==> src/rtl/core_pkg.sv <==
// Shared core definitions: datapath defaults, load funct3 encodings and
// writeback-select encoding used by the pipeline back end.
package core_pkg;

  localparam int unsigned CORE_XLEN       = 32;
  localparam int unsigned CORE_REG_ADDR_W = 5;

  localparam logic [2:0] LD_B  = 3'b000;
  localparam logic [2:0] LD_H  = 3'b001;
  localparam logic [2:0] LD_W  = 3'b010;
  localparam logic [2:0] LD_BU = 3'b100;
  localparam logic [2:0] LD_HU = 3'b101;

  typedef enum logic [1:0] {
    WB_ALU = 2'd0,
    WB_MEM = 2'd1,
    WB_PC4 = 2'd2
  } wb_sel_e;

endpackage

==> src/rtl/load_extender.sv <==
// Extracts the addressed byte/halfword from an aligned memory word and
// sign- or zero-extends it according to the load funct3.
module load_extender
  import core_pkg::*;
#(
  parameter int unsigned XLEN = CORE_XLEN
) (
  input  logic [2:0]      i_funct3,
  input  logic [1:0]      i_addr,
  input  logic [XLEN-1:0] i_word,
  output logic [XLEN-1:0] o_data
);

  logic [7:0]  w_byte;
  logic [15:0] w_half;

  always_comb begin
    w_byte = i_word[7:0];
    case (i_addr)
      2'd0: w_byte = i_word[7:0];
      2'd1: w_byte = i_word[15:8];
      2'd2: w_byte = i_word[23:16];
      2'd3: w_byte = i_word[31:24];
      default: w_byte = i_word[7:0];
    endcase
  end

  // addr[0] is ignored for halfwords; misaligned halves are not trapped
  assign w_half = i_addr[1] ? i_word[31:16] : i_word[15:0];

  always_comb begin
    o_data = i_word;
    case (i_funct3)
      LD_B:    o_data = {{(XLEN-8){w_byte[7]}}, w_byte};
      LD_BU:   o_data = {{(XLEN-8){1'b0}}, w_byte};
      LD_H:    o_data = {{(XLEN-16){w_half[15]}}, w_half};
      LD_HU:   o_data = {{(XLEN-16){1'b0}}, w_half};
      LD_W:    o_data = i_word;
      default: o_data = i_word;
    endcase
  end

endmodule

==> src/rtl/mem_wb_stage.sv <==
// MEM/WB pipeline register and writeback: load formatting, write-data
// select, register-file write port and load-pending stall request.
module mem_wb_stage
  import core_pkg::*;
#(
  parameter int unsigned XLEN       = CORE_XLEN,
  parameter int unsigned REG_ADDR_W = CORE_REG_ADDR_W
) (
  input  logic                  clk,
  input  logic                  reset,
  input  logic                  RegWriteM,
  input  logic                  MemReadM,
  input  logic                  JtypeM,
  input  logic [5:0]            ALUSelectM,
  input  logic [REG_ADDR_W-1:0] WriteAddressM,
  input  logic [XLEN-1:0]       ALUOutM,
  input  logic [XLEN-1:0]       DataMemOutM,
  input  logic [XLEN-1:0]       PCPlus4M,
  input  logic                  MemReadyM,
  input  logic                  StallW,
  input  logic                  FlushW,
  output logic                  StallReqW,
  output logic                  RegWriteW,
  output logic [REG_ADDR_W-1:0] WriteAddressW,
  output logic [XLEN-1:0]       WriteDataW
);

  logic                  r_valid;
  logic                  r_regwrite;
  logic                  r_memread;
  logic                  r_jtype;
  logic [2:0]            r_funct3;
  logic [REG_ADDR_W-1:0] r_rd;
  logic [XLEN-1:0]       r_aluout;
  logic [XLEN-1:0]       r_memdata;
  logic [XLEN-1:0]       r_pcplus4;

  logic                  w_pending;
  logic [XLEN-1:0]       w_load_data;
  wb_sel_e               w_wb_sel;
  logic                  w_unused_alusel;

  assign w_unused_alusel = ^ALUSelectM[5:3];

  assign w_pending = MemReadM & ~MemReadyM;
  assign StallReqW = reset & w_pending;

  // Bubbles clear only the control bits; data registers simply hold
  always_ff @(posedge clk or negedge reset) begin
    if (!reset) begin
      r_valid    <= 1'b0;
      r_regwrite <= 1'b0;
      r_memread  <= 1'b0;
      r_jtype    <= 1'b0;
      r_funct3   <= '0;
      r_rd       <= '0;
      r_aluout   <= '0;
      r_memdata  <= '0;
      r_pcplus4  <= '0;
    end else if (FlushW) begin
      r_valid    <= 1'b0;
      r_regwrite <= 1'b0;
      r_memread  <= 1'b0;
      r_jtype    <= 1'b0;
    end else if (!StallW) begin
      if (w_pending) begin
        r_valid    <= 1'b0;
        r_regwrite <= 1'b0;
        r_memread  <= 1'b0;
        r_jtype    <= 1'b0;
      end else begin
        r_valid    <= 1'b1;
        r_regwrite <= RegWriteM;
        r_memread  <= MemReadM;
        r_jtype    <= JtypeM;
        r_funct3   <= ALUSelectM[2:0];
        r_rd       <= WriteAddressM;
        r_aluout   <= ALUOutM;
        r_memdata  <= DataMemOutM;
        r_pcplus4  <= PCPlus4M;
      end
    end
  end

  load_extender #(
    .XLEN(XLEN)
  ) u_load_extender (
    .i_funct3 (r_funct3),
    .i_addr   (r_aluout[1:0]),
    .i_word   (r_memdata),
    .o_data   (w_load_data)
  );

  always_comb begin
    w_wb_sel = WB_ALU;
    if (r_memread)
      w_wb_sel = WB_MEM;
    else if (r_jtype)
      w_wb_sel = WB_PC4;
  end

  always_comb begin
    WriteDataW = r_aluout;
    case (w_wb_sel)
      WB_MEM:  WriteDataW = w_load_data;
      WB_PC4:  WriteDataW = r_pcplus4;
      default: WriteDataW = r_aluout;
    endcase
  end

  assign WriteAddressW = r_rd;
  assign RegWriteW     = r_valid & r_regwrite & (r_rd != '0);

endmodule

==> config.mk <==
export PLATFORM = sky130hd
export DESIGN_NAME = mem_wb_stage
export DESIGN_NICKNAME = d
export VERILOG_FILES = /design/src/rtl/core_pkg.sv /design/src/rtl/load_extender.sv /design/src/rtl/mem_wb_stage.sv
export SDC_FILE = /design/constraint.sdc
export NUM_CORES = 1
export LEC_CHECK = 0
export CAP_MARGIN = 20
export CORE_ASPECT_RATIO = 0.7
export CORE_UTILIZATION = 48
export DETAILED_ROUTE_END_ITERATION = 7
export HOLD_SLACK_MARGIN = 0.05
export PLACE_DENSITY = 0.89
export SLEW_MARGIN = 0
export SYNTH_ARGS = -nofsm -noshare
export SYNTH_HDL_FRONTEND = slang
export SYNTH_SLANG_ARGS = --single-unit
==> constraint.sdc <==
create_clock -name clk -period 2.4 [get_ports clk]
set_clock_uncertainty 0.05 [all_clocks]
set_input_delay 0.36 -clock clk [delete_from_list [all_inputs] [get_ports clk]]
set_output_delay 0.36 -clock clk [all_outputs]
set_load 0.05 [all_outputs]
Word-level counts from Yosys, hierarchy flattened. Index checks and enable logic that the tools add are counted. W data, S select, Z words.

Memory bits (read-only): 0. Logic and storage cells: 48. Latch bits: 0. Register bits after elaboration: 108. RAM bits: 0. Memories: 0. Output and inout port bits: 39. Input bits: 115.

Equality and inequality tests: 9. Mux-type cells: 18. Bitwise logic cells: 8. Reductions and logical operators: 4. $mul: 0. Magnitude comparators: 0. Shift operators: 0. Div/mod/pow operators: 0. Add/sub/neg operators: 0.

Operators by type and width (count): $pmux W32 S4 (1); $pmux W32 S2 (1); $pmux W8 S4 (1); $mux W16 (1); $mux W1 (12); $eq A2 B2 Y1 const B (3); $eq A3 B3 Y1 const B (2); $reduce_bool A5 Y1 (1); $and A1 B1 Y1 (4); $eq A2 B1 Y1 const B (2); $mux W2 (2); $not A1 Y1 (4); $eq A3 B1 Y1 const B (1); $logic_not A3 Y1 (1); $reduce_and A3 Y1 (1); $logic_not A2 Y1 (1); $ne A2 B1 Y1 const B (1).

Logic depth before layout (Yosys ltp).
Depth after elaboration: 5. Depth in mapped cells: 7. Mapped depth without buffers: 4.

Modules after synthesis. Synthesis repeated with hierarchy kept, for this count alone.

Cells, all modules: 453. Area total of the unflattened synthesis: 5356.4 sq um.

By module, submodules not included: mem_wb_stage (cells each 342, area an instance 4688.2 sq um, times used 1, sequential area each 2702.6 sq um); load_extender (cells each 111, area an instance 668.1 sq um, times used 1, sequential area each 0.0 sq um).

Least setup slack after synthesis. Ideal clock, no wire load.

Path type: register -> output. Start: reg r_funct3[0]. End: out WriteDataW[16]. Arrival time: 2.301 ns. Path buffers: 1. Data required time: 1.990 ns. Setup slack: -0.311 ns. Stages on the path, launching flop included: 6. Cell sequence: dfrtp_1 buf_2 or2_2 o22ai_2 o22ai_4 a311oi_1.

Cells in the longest elaborated chain, start to end: 3. Elaborated cells on any way between the ends: 6. Those cells by class: 3 x eq/ne; 2 x mux; 1 x reduce/logical.

Ends and longest elaborated chain: start, declared (RTL line mem_wb_stage.sv:32) `logic [2:0] r_funct3;`; start signal, assigned (RTL line mem_wb_stage.sv:76) `r_funct3 <= ALUSelectM[2:0];`; $eq A3 B3 Y1, or another cell as far along (RTL line load_extender.sv:33) `case (i_funct3)`; $pmux W32 S4 * (RTL line load_extender.sv:33); $pmux W32 S2 * (RTL line mem_wb_stage.sv:104) `case (w_wb_sel)`; end, declared (RTL line mem_wb_stage.sv:25) `output logic [XLEN-1:0] WriteDataW`.

Mark *: on every way between the ends. The rest lies on a longest branch, timed or not.

Worst setup path after layout.
Start: reg r_jtype. End: out WriteDataW[3].

Cells in the longest elaborated chain, start to end: 4. Elaborated cells on any way between the ends: 5. Those cells by class: 2 x eq/ne; 3 x mux.

Ends and longest elaborated chain: start, declared (RTL line mem_wb_stage.sv:31) `logic r_jtype;`; start signal, assigned (RTL line mem_wb_stage.sv:75) `r_jtype <= JtypeM;`; $mux W2 * (RTL line mem_wb_stage.sv:98) `else if (r_jtype)`; $mux W2 * (RTL line mem_wb_stage.sv:96) `if (r_memread)`; $eq A2 B2 Y1 or $eq A2 B1 Y1 (tied branches) (RTL line mem_wb_stage.sv:104); $pmux W32 S2 * (RTL line mem_wb_stage.sv:104).

Marks and branches as above.

==> out/metrics.yaml <==
outcome:
  outcome: "finished with violations"
  violations: "setup timing"
routing:
  dr.pass1.iters: 5
  antenna_left: 0
  drc: 0
  num_vias: 4927
  wirelength_mm: 15.58
  initialDrtViolationCount: 288
  wire_per_inst_um: 16.79
  viasPerCell: 5.309
power:
  pwr-share-comb: 0.338
  pwr-share-clk: 0.260
  switching_share: 0.3468
  seq_power_share: 0.401
  peakVddDrop_mv: 0.4663
  finalPower_w: 0.005772
  p_int_w: 0.003771
  powerDensity_nw_per_um2: 761.8
  leakage_nw: 3.616
  total_switching_power_w: 0.002002
yosys:
  netlist_instances: 632
  synthTopCellsByCount: "nand2_1 (317), dfrtp_1 (108), o22ai_1 (30)"
  netlist_area_um2: 5341
  ys.warnings.count: 0
  yosysMostFrequentCell: "nand2_1"
  syn_nets: 747
  synth_top_cell_area_share: 0.5060
  synth_edf_count: 0
  synthArstFlopShare: 1.000
  yosys.area.top_type: "dfrtp_1"
  avgSynthCellArea_um2: 8.452
  ys.flop_type: "dfrtp_1"
  synth_area_leaders: "dfrtp_1 (51%), nand2_1 (22%), mux2_2 (5.9%), o22ai_1 (3.5%), mux2i_1 (2.2%)"
  synth-seq-cells: 108
  ys_types: 38
  yosysSeqAreaShare: 0.5060
floorplan:
  core_area_um2: 10590
  die_h_um: 90.26
  die_x_um: 128.1
  initial_utilization: 0.5044
  rows: 31
  ios: 154
  fp.dieArea_um2: 11560
finish:
  seq_area_um2: 2708
  final_core_util: 0.7156
  antennaDiodeCount: 0
  fillCellCount: 797
  nets: 890
  multi_input_area_um2: 2545
  instances_no_fill: 928
  area_growth_pct: 41.86
  drive_above_1_share: 0.1782
placed_design:
  numPlacedInstances: 906
  portBuffers: 150
  post-dp-hpwl_mm: 11.11
  gp_congestion: 0.8949
setup_path:
  setup.worst_path.class: "flip-flop to output pin"
  arrival_ns: 2.05
  end_kind: "output pin"
  crit_required_ns: 1.99
  crit_fanout: 34
  critPathLaunchType: "flip-flop"
  rrSetupSlack_ns: 1.25
sta:
  rsz0062_at_grt: "true"
  fin_crit_ns: 2.458
  tightest_slew_ns: 0.5833
  tns_ns: -0.09031
  layout_setup_ws_ns: -0.05806
  final-setup-viol-count: 2
  period_share: 1.024
  slew_violations: 0
  finalHoldViolCount: 0
  max_freq_mhz: 406.8
  slew_headroom: 0.6111
clock_tree:
  cts-buffers-inserted: 9
  htreeDepth: 3
  clk_path_buf_depth: 2
  clkSinkCount: 108
  clk_latency_ns: 0.34
  cts_tree: "built"
  cts_root_buf: "clkbuf_16"
  path_clk_slew_ns: 0.07
hold_path:
  hp-class: "input port to asynchronous set/reset pin"
global_route:
  grt_pass1_wl_mm: 24.69
  grt_pass1_vias: 4880
  grt_remaining_overflow: 0
  antenna_found_initial: 0
  grt_usage: 0.2771
  grt_max_degree: 62
run:
  max-cap-violations: 0
[flip-flops by register name, summed over array words and instances (netlist names)]
register,count
WriteAddressW,5
r_jtype,1
r_memread,1
r_memdata,32
r_valid,1
r_regwrite,1
r_pcplus4,32
r_funct3,3
r_aluout,32
[critical path, stage by stage, from the launching register on]
cell	delay, ns
dfrtp_1	0.38
buf_12	0.23
mux2_2	0.39
o21ai_0	0.36
a2bb2oi_2	0.16
buf_12	0.17
[metrics by stage]
stage          hold slack, ns  area [µm²]  setup slack [ns]
3_5_place_dp           0.2075        7076            0.1517
2_1_floorplan         0.01441        5368           -0.2352
4_1_cts                0.3776        7420          0.003076
6_report               0.3812        7577          -0.05806
5_1_grt                0.4020        7577          -0.06928
3_3_place_gp           0.2038        7076            0.1972
[repair_timing]
action                     CTS  global route
pin swaps                    0             5
hold endpoints to repair    19             0
setup endpoints to repair   28            32
gates cloned                 0             1
resized for setup            6            31
hold buffers                 1             0
buffers inserted             2             2
[power by group through the flow]
stage          registers [W]  logic [W]  clock network, W
5_1_grt              0.00234    0.00209           0.00161
6_report             0.00232    0.00195           0.00150
2_1_floorplan        0.00229    0.00110                 0
4_1_cts              0.00230    0.00185           0.00153
3_5_place_dp         0.00235    0.00181                 0
3_3_place_gp         0.00233    0.00178                 0
[placed cells by master, fill, tap and decap left out, drive strengths merged, types with 2 or more instances in the layout]
cell | Yosys | layout
or2 | 2 | 2
and2 | 2 | 2
clkbuf | 21 | 12
o211ai | 6 | 6
nand2 | 317 | 317
clkinv | 0 | 2
nor2 | 22 | 22
or3 | 2 | 2
a211oi | 7 | 7
buf | 22 | 58
dfrtp | 108 | 108
a22o | 2 | 2
o21ai | 12 | 12
mux2i | 12 | 12
a2bb2oi | 6 | 6
nor2b | 5 | 5
mux2 | 29 | 29
a21oi | 3 | 3
nand2b | 7 | 7
inv | 2 | 3
nand3 | 3 | 3
o22ai | 32 | 32
nor3 | 3 | 3
clkdlybuf4s50 | 0 | 115
[metal layers]
layer  track usage  part of all wire
met5             0                 0
met4       0.07157             0.015
met3       0.06398             0.085
met2        0.4280              0.46
met1        0.3937              0.44
[path summary, 6_finish.rpt]
path,startpoint,end,depth (start not counted)
min,reset,WriteAddressW[4],2
max in group asynchronous,reset,r_memdata[30],3
max,r_jtype,WriteDataW[3],5
min reg2reg,r_aluout[20],r_aluout[20],2
min in group clk,r_aluout[20],r_aluout[20],2
max reg2reg,r_memread,r_memread,3
[kinds of logic (layout without fill, tap and decap cells)]
| group | after synthesis | count (layout) | synth area share |
|---|---|---|---|
| compound gates | 74 | 74 | 0.09651 |
| buf+inv | 45 | 193 | 0.04029 |
| flops | 108 | 108 | 0.5060 |
| mux | 41 | 41 | 0.08433 |
| simple gates | 364 | 364 | 0.2729 |
[area by class of cell]
class                   instances  area share
repair buffers                175      0.2414
multi-input cells             479      0.3359
clock inverters                 5    0.007926
clock buffers                  11     0.03203
inverters                       2   0.0009908
flip-flops and latches        108      0.3573
well taps                     148     0.02444
No activity file was read; power rests on OpenSTA's default activity.
